[src/rtl/uart_rx.sv]
// rtl/uart_rx.sv - 8N1 UART receiver with one-byte holding register and valid/ready handshake
module uart_rx #(
    parameter int CLK_HZ       = 25000000,
    parameter int BAUD         = 115200,
    parameter int CLKS_PER_BIT = CLK_HZ / BAUD,
    parameter int HALF_BIT     = CLKS_PER_BIT / 2
) (
    input  logic       clk,
    input  logic       reset,
    input  logic       rx,
    output logic [7:0] data,
    output logic       valid,
    input  logic       ready,
    output logic       frame_err,
    output logic       overrun
);

    localparam logic [15:0] BIT_LAST  = 16'(CLKS_PER_BIT - 1);
    localparam logic [15:0] HALF_LAST = 16'(HALF_BIT - 1);

    typedef enum logic [2:0] {
        IDLE,
        START,
        DATA,
        STOP,
        WAIT_HIGH
    } state_t;

    state_t      state, state_next;
    logic        rx_meta, rxs;
    logic [15:0] cnt, cnt_next;
    logic [2:0]  idx, idx_next;
    logic [7:0]  shift, shift_next;
    logic        deliver, ferr_set;

    always_ff @(posedge clk or posedge reset) begin
        if (reset) begin
            rx_meta <= 1'b1;
            rxs     <= 1'b1;
        end else begin
            rx_meta <= rx;
            rxs     <= rx_meta;
        end
    end

    always_ff @(posedge clk or posedge reset) begin
        if (reset) begin
            state <= IDLE;
            cnt   <= '0;
            idx   <= '0;
            shift <= '0;
        end else begin
            state <= state_next;
            cnt   <= cnt_next;
            idx   <= idx_next;
            shift <= shift_next;
        end
    end

    always_comb begin
        state_next = state;
        cnt_next   = cnt;
        idx_next   = idx;
        shift_next = shift;
        deliver    = 1'b0;
        ferr_set   = 1'b0;
        case (state)
            IDLE: begin
                if (!rxs) begin
                    state_next = START;
                    cnt_next   = '0;
                end
            end
            START: begin
                if (cnt == HALF_LAST) begin
                    cnt_next = '0;
                    if (!rxs) begin
                        state_next = DATA;
                        idx_next   = '0;
                    end else begin
                        state_next = IDLE;
                    end
                end else begin
                    cnt_next = cnt + 16'd1;
                end
            end
            DATA: begin
                if (cnt == BIT_LAST) begin
                    cnt_next   = '0;
                    shift_next = {rxs, shift[7:1]};
                    idx_next   = idx + 3'd1;
                    if (idx == 3'd7) begin
                        state_next = STOP;
                    end
                end else begin
                    cnt_next = cnt + 16'd1;
                end
            end
            STOP: begin
                if (cnt == BIT_LAST) begin
                    cnt_next = '0;
                    if (rxs) begin
                        deliver    = 1'b1;
                        state_next = IDLE;
                    end else begin
                        ferr_set   = 1'b1;
                        state_next = WAIT_HIGH;
                    end
                end else begin
                    cnt_next = cnt + 16'd1;
                end
            end
            WAIT_HIGH: begin
                if (rxs) begin
                    state_next = IDLE;
                end
            end
            default: state_next = IDLE;
        endcase
    end

    // A delivery coincident with a consume refills the register without a gap.
    always_ff @(posedge clk or posedge reset) begin
        if (reset) begin
            data      <= '0;
            valid     <= 1'b0;
            frame_err <= 1'b0;
            overrun   <= 1'b0;
        end else begin
            frame_err <= ferr_set;
            overrun   <= deliver && valid && !ready;
            if (deliver && (!valid || ready)) begin
                data  <= shift;
                valid <= 1'b1;
            end else if (valid && ready) begin
                valid <= 1'b0;
            end
        end
    end

endmodule

[config.mk]
export PLATFORM = sky130hd
export DESIGN_NAME = uart_rx
export DESIGN_NICKNAME = d
export VERILOG_FILES = /design/src/rtl/uart_rx.sv
export SDC_FILE = /design/constraint.sdc
export NUM_CORES = 1
export LEC_CHECK = 0
export BUFFER_PORTS_ARGS = -buffer_cell sky130_fd_sc_hd__buf_2
export CORE_MARGIN = 3
export CORE_UTILIZATION = 55
export CTS_CLUSTER_SIZE = 25
export DETAILED_ROUTE_END_ITERATION = 10
export GPL_TIMING_DRIVEN = 0
export PLACE_DENSITY = 0.78
export SKIP_CTS_REPAIR_TIMING = 1
export SYNTH_ARGS = -nofsm -noshare
export SYNTH_HDL_FRONTEND = slang
export SYNTH_SLANG_ARGS = --single-unit
[constraint.sdc]
create_clock -name clk -period 4.7 [get_ports clk]
set_input_delay 0.235 -clock clk [delete_from_list [all_inputs] [get_ports clk]]
set_output_delay 0.235 -clock clk [all_outputs]
set_load 0.05 [all_outputs]
==> report_table.html <==
<table>
<tr><th>Metric</th><th>Value</th></tr>
<tr><th colspan="2">STA</th></tr>
<tr><td>Post-Route Hold Slack</td><td>about 0.035 ns</td></tr>
<tr><td>Final setup margin</td><td>2.50 ns</td></tr>
<tr><td>Fin crit share</td><td>46.9%</td></tr>
<tr><td>Final Max Slew Viols</td><td>0</td></tr>
<tr><td>Final Hold Fails</td><td>0</td></tr>
<tr><td>RSZ-0062 raised after global routing</td><td>no</td></tr>
<tr><td>Slew of the pin with the lowest slew margin</td><td>0.858 ns</td></tr>
<tr><td>Final setup violation count</td><td>0</td></tr>
<tr><td>Period minus WS final</td><td>2.20 ns</td></tr>
<tr><td>Timing-limited maximum frequency</td><td>~450 MHz</td></tr>
<tr><td>Remaining max-slew budget at the tightest pin</td><td>42.7%</td></tr>
<tr><td>Skew final</td><td>just under 0.009 ns</td></tr>
<tr><td>Total negative setup slack</td><td>0 ns</td></tr>
<tr><th colspan="2">Clock tree</th></tr>
<tr><td>Clock buffers created by TritonCTS</td><td>5</td></tr>
<tr><td>Clk Tree Root Cell</td><td>clkbuf_8</td></tr>
<tr><td>Clock tree from TritonCTS</td><td>done</td></tr>
<tr><td>CTS sink cnt</td><td>43</td></tr>
<tr><td>Worst-case clock buffer depth</td><td>2</td></tr>
<tr><td>CTS clock-pin slew for the worst setup and hold paths</td><td>0.08 ns</td></tr>
<tr><td>H-Tree Depth</td><td>2</td></tr>
<tr><td>Clock latency reported for the late side of the worst-skew pair</td><td>0.30 ns</td></tr>
<tr><th colspan="2">Floorplan</th></tr>
<tr><td>Boundary pin count</td><td>15</td></tr>
<tr><td>Total core area</td><td>3470 µm²</td></tr>
<tr><td>Area enclosed by the die boundary</td><td>4500 µm²</td></tr>
<tr><td>Standard-cell rows</td><td>21</td></tr>
<tr><td>Die span in x</td><td>67.1 µm</td></tr>
<tr><td>Initial Utilization</td><td>59.2%</td></tr>
<tr><td>Vertical die dimension</td><td>67.1 µm</td></tr>
<tr><th colspan="2">Synthesis</th></tr>
<tr><td>Library cell occupying the most area in the post-synthesis netlist</td><td>dfrtp_1</td></tr>
<tr><td>Number of enable flip-flop cells after synthesis</td><td>0</td></tr>
<tr><td>Area fraction in and, or, nand and nor cells after synthesis</td><td>between 20 and 25%</td></tr>
<tr><td>Seq/Total Area, Yosys</td><td>52.6%</td></tr>
<tr><td>Cell area after synthesis</td><td>2050 µm²</td></tr>
<tr><td>Ys Warns</td><td>0</td></tr>
<tr><td>Adder and majority gate portion of the synthesized area</td><td>2.44%</td></tr>
<tr><td>Multiplexer share of the synthesized area</td><td>9.51%</td></tr>
<tr><td>Compound-cell area share of the yosys netlist</td><td>3.90%</td></tr>
<tr><td>Cell count after synthesis</td><td>182</td></tr>
<tr><td>Number of distinct standard cells referenced by the synthesized netlist</td><td>39</td></tr>
<tr><td>Most frequent cell after synthesis</td><td>dfrtp_1</td></tr>
<tr><td>Commonest cells in the synthesized netlist</td><td>41 x dfrtp_1, 26 x nor2_1, 16 x mux2_2, 12 x xnor2_1, 10 x nand2_1</td></tr>
<tr><td>Xor-xnor portion of the synthesized cell area</td><td>5.98%</td></tr>
<tr><td>Top-area cell type share of the netlist area</td><td>between 50% and 60%</td></tr>
<tr><td>Fraction of registers with async set/reset</td><td>100%</td></tr>
<tr><td>Ys flop type</td><td>dfrtp_1</td></tr>
<tr><td>Average instance area after synthesis</td><td>about 11 µm²</td></tr>
<tr><td>Synthesis-stage register bit count</td><td>43</td></tr>
<tr><td>Main combinational cell family by area after synthesis</td><td>simple AND/OR/NAND/NOR gates</td></tr>
<tr><td>Total nets after synthesis</td><td>190</td></tr>
<tr><td>Leading cell types by total area after synthesis</td><td>dfrtp_1 50%, mux2_2 8.8%, xnor2_1 5.1%</td></tr>
<tr><th colspan="2">Run</th></tr>
<tr><td>Max-capacitance violation count</td><td>0</td></tr>
<tr><th colspan="2">Worst setup path</th></tr>
<tr><td>Critical path capture point type</td><td>flip-flop</td></tr>
<tr><td>Startpoint Class</td><td>flip-flop</td></tr>
<tr><td>Worst Path Max Fanout</td><td>5</td></tr>
<tr><td>Signal arrival time at the worst endpoint</td><td>2.38 ns</td></tr>
<tr><td>Cell at the slowest stage of the critical path</td><td>or4_1</td></tr>
<tr><td>Critical path class</td><td>flip-flop to flip-flop</td></tr>
<tr><td>Worst path cell trace</td><td>ha_1, nor4b_1, nand4_2, or4_1, o31a_1, mux2_4</td></tr>
<tr><td>Largest stage delay, worst path</td><td>0.47 ns</td></tr>
<tr><td>Critical path data required time</td><td>4.88 ns</td></tr>
<tr><th colspan="2">Cells and area</th></tr>
<tr><td>Number of nets in the layout</td><td>211</td></tr>
<tr><td>Layout cell share with drive strength beyond 1</td><td>27.5%</td></tr>
<tr><td>Count of antenna diodes in the layout</td><td>0</td></tr>
<tr><td>Core Util, Final</td><td>66.1%</td></tr>
<tr><td>Area added between synthesis and finish</td><td>11.7%</td></tr>
<tr><th colspan="2">Placement</th></tr>
<tr><td>Worst Setup Slack post-DPL</td><td>2.52 ns</td></tr>
<tr><td>IO buf count</td><td>14</td></tr>
<tr><td>Estimated wirelength of the detail-placed design</td><td>2.67 mm</td></tr>
<tr><td>RePlAce Congestion</td><td>~0.87</td></tr>
<tr><th colspan="2">Worst hold path</th></tr>
<tr><td>Path class of the lowest-slack min-delay path</td><td>primary input to flip-flop</td></tr>
<tr><th colspan="2">Power and ir drop</th></tr>
<tr><td>Switching Fraction</td><td>20.0%</td></tr>
<tr><td>Clock Power Share</td><td>42.6%</td></tr>
<tr><td>Largest vdd supply drop</td><td>between 0.15 and 0.2 mV</td></tr>
<tr><td>Combinational share of power</td><td>1.3%</td></tr>
<tr><td>Cell internal power dissipation</td><td>0.000531 W</td></tr>
<tr><td>Leakage component of the power</td><td>1.13 nW</td></tr>
<tr><td>Power density over the cells</td><td>289 nW/µm²</td></tr>
<tr><td>Sequential group share of total power</td><td>between 50% and 60%</td></tr>
<tr><td>Sum of internal, switching and leakage power</td><td>0.000663 W</td></tr>
<tr><td>Power spent charging and discharging nets</td><td>0.000132 W</td></tr>
<tr><th colspan="2">Global routing</th></tr>
<tr><td>Number of antenna violations at the first check in global routing</td><td>0</td></tr>
<tr><td>Overall Global Routing Usage</td><td>19.3%</td></tr>
<tr><td>Grt ovf</td><td>0</td></tr>
<tr><td>Wire length of the first global-routing pass</td><td>6.38 mm</td></tr>
<tr><td>Maximum number of pins on one net before global-route repair</td><td>44</td></tr>
<tr><td>Number of global-route vias before repair</td><td>1436</td></tr>
<tr><th colspan="2">Drt</th></tr>
<tr><td>Total detailed-routing wirelength</td><td>between 3 and 4 mm</td></tr>
<tr><td>Number of antenna-violating nets in the routed design</td><td>0</td></tr>
<tr><td>M1 wire length</td><td>~1.6 mm</td></tr>
<tr><td>Top Metal Used</td><td>met4</td></tr>
<tr><td>Count of routing violations after the opening detailed-route iteration</td><td>70</td></tr>
<tr><td>Vias</td><td>1401</td></tr>
<tr><td>DRC violation count after routing</td><td>0</td></tr>
<tr><td>Total length of routed met2 wires</td><td>approximately 1.9 mm</td></tr>
<tr><td>Average detailed-routed wire length per instance</td><td>roughly 15 µm</td></tr>
<tr><td>Average via count per standard cell</td><td>5.60</td></tr>
<tr><td>Detailed Routing Iterations Pass 1</td><td>4</td></tr>
<tr><td>Detail Route met3 WL</td><td>210 µm</td></tr>
<tr><th colspan="2">Run status</th></tr>
<tr><td>Result of the run</td><td>completed</td></tr>
</table>
[registers in the layout (all words and copies together) (netlist names)]
signal,flops
cnt,16
data,8
frame_err,1
idx,3
overrun,1
rx_meta,1
rxs,1
shift,8
state,3
valid,1
[layout by cell type (no fill, tap or decap), types with 2 or more instances in the layout]
cell      count
ha_1          4
buf_2        18
and3b_1       3
buf_4         2
dfstp_2       2
mux2_2       16
xnor2_1      12
nand2b_1      3
inv_1         7
nor3_1        5
nor2_1       26
nand4_1       4
o21ai_0       3
nor4_4        2
or4_1         3
clkbuf_8      5
xor2_1        2
a21oi_1       6
nand3_1       6
dfrtp_1      41
nand2_1      10
a22o_1        2
[through the flow]
step           std cells  instance area (µm²)
3_3_place_gp         242                 2180
4_1_cts              250                 2290
5_1_grt              250                 2290
2_1_floorplan        182                 2050
6_report             250                 2290
3_5_place_dp         242                 2180
[power groups by stage]
| stage | Combinational (W) | Clock (W) | Sequential [W] |
|---|---|---|---|
| 3_5_place_dp | 0.00000915 | 0 | 0.000380 |
| 3_3_place_gp | 0.00000881 | 0 | 0.000380 |
| 2_1_floorplan | 0.00000603 | 0 | 0.000379 |
| 6_report | 0.00000860 | 0.000282 | 0.000372 |
| 5_1_grt | 0.0000106 | 0.000307 | 0.000372 |
| 4_1_cts | 0.00000931 | 0.000291 | 0.000372 |
[metal layers]
metal / vias to the layer above / global-route usage (%)
met2: 44 / 31.9
met5: - / 0
met1: 681 / 22.7
li1: 668 / -
met3: 8 / 5.90
met4: 0 / 8.61
[final timing paths]
path	endpoint	depth (start not counted)	slack, ns	startpoint
worst max-delay path	idx[0]	6	2.50	cnt[0]
worst min-delay path	rx_meta	1	0.03	rx
worst max register to register	idx[0]	6	2.50	cnt[0]
worst min register to register	rxs	0	0.36	rx_meta
max in group asynchronous	idx[1]	2	4.04	reset
min in group asynchronous	overrun	2	0.11	reset
[area by class of cell]
| class | count | area, µm² |
|---|---|---|
| repair buffers | 14 | 70.1 |
| fillers | 275 | 1180 |
| flip-flops and latches | 43 | 1080 |
| inverters | 8 | 30.0 |
| plain buffers | 7 | 38.8 |
| clock inverters | 3 | 43.8 |
| multi-input cells | 124 | 905 |
| clock buffers | 5 | 68.8 |
| well taps | 46 | 57.6 |
[kinds of logic after synthesis]
kind of cell / Yosys count
buf+inv: 15
mux: 17
fa+ha+maj: 4
compound gates: 13
xor+xnor: 14
flops: 43
simple gates: 76
[worst max-delay path, delay by kind of cell, from the launching register on]
kind	cells	cell delay (ns)
mux	1	0.26
compound gates	1	0.16
fa+ha+maj	1	0.26
simple gates	3	1.00
flops	1	0.41
(Power assumes the default switching activity.)
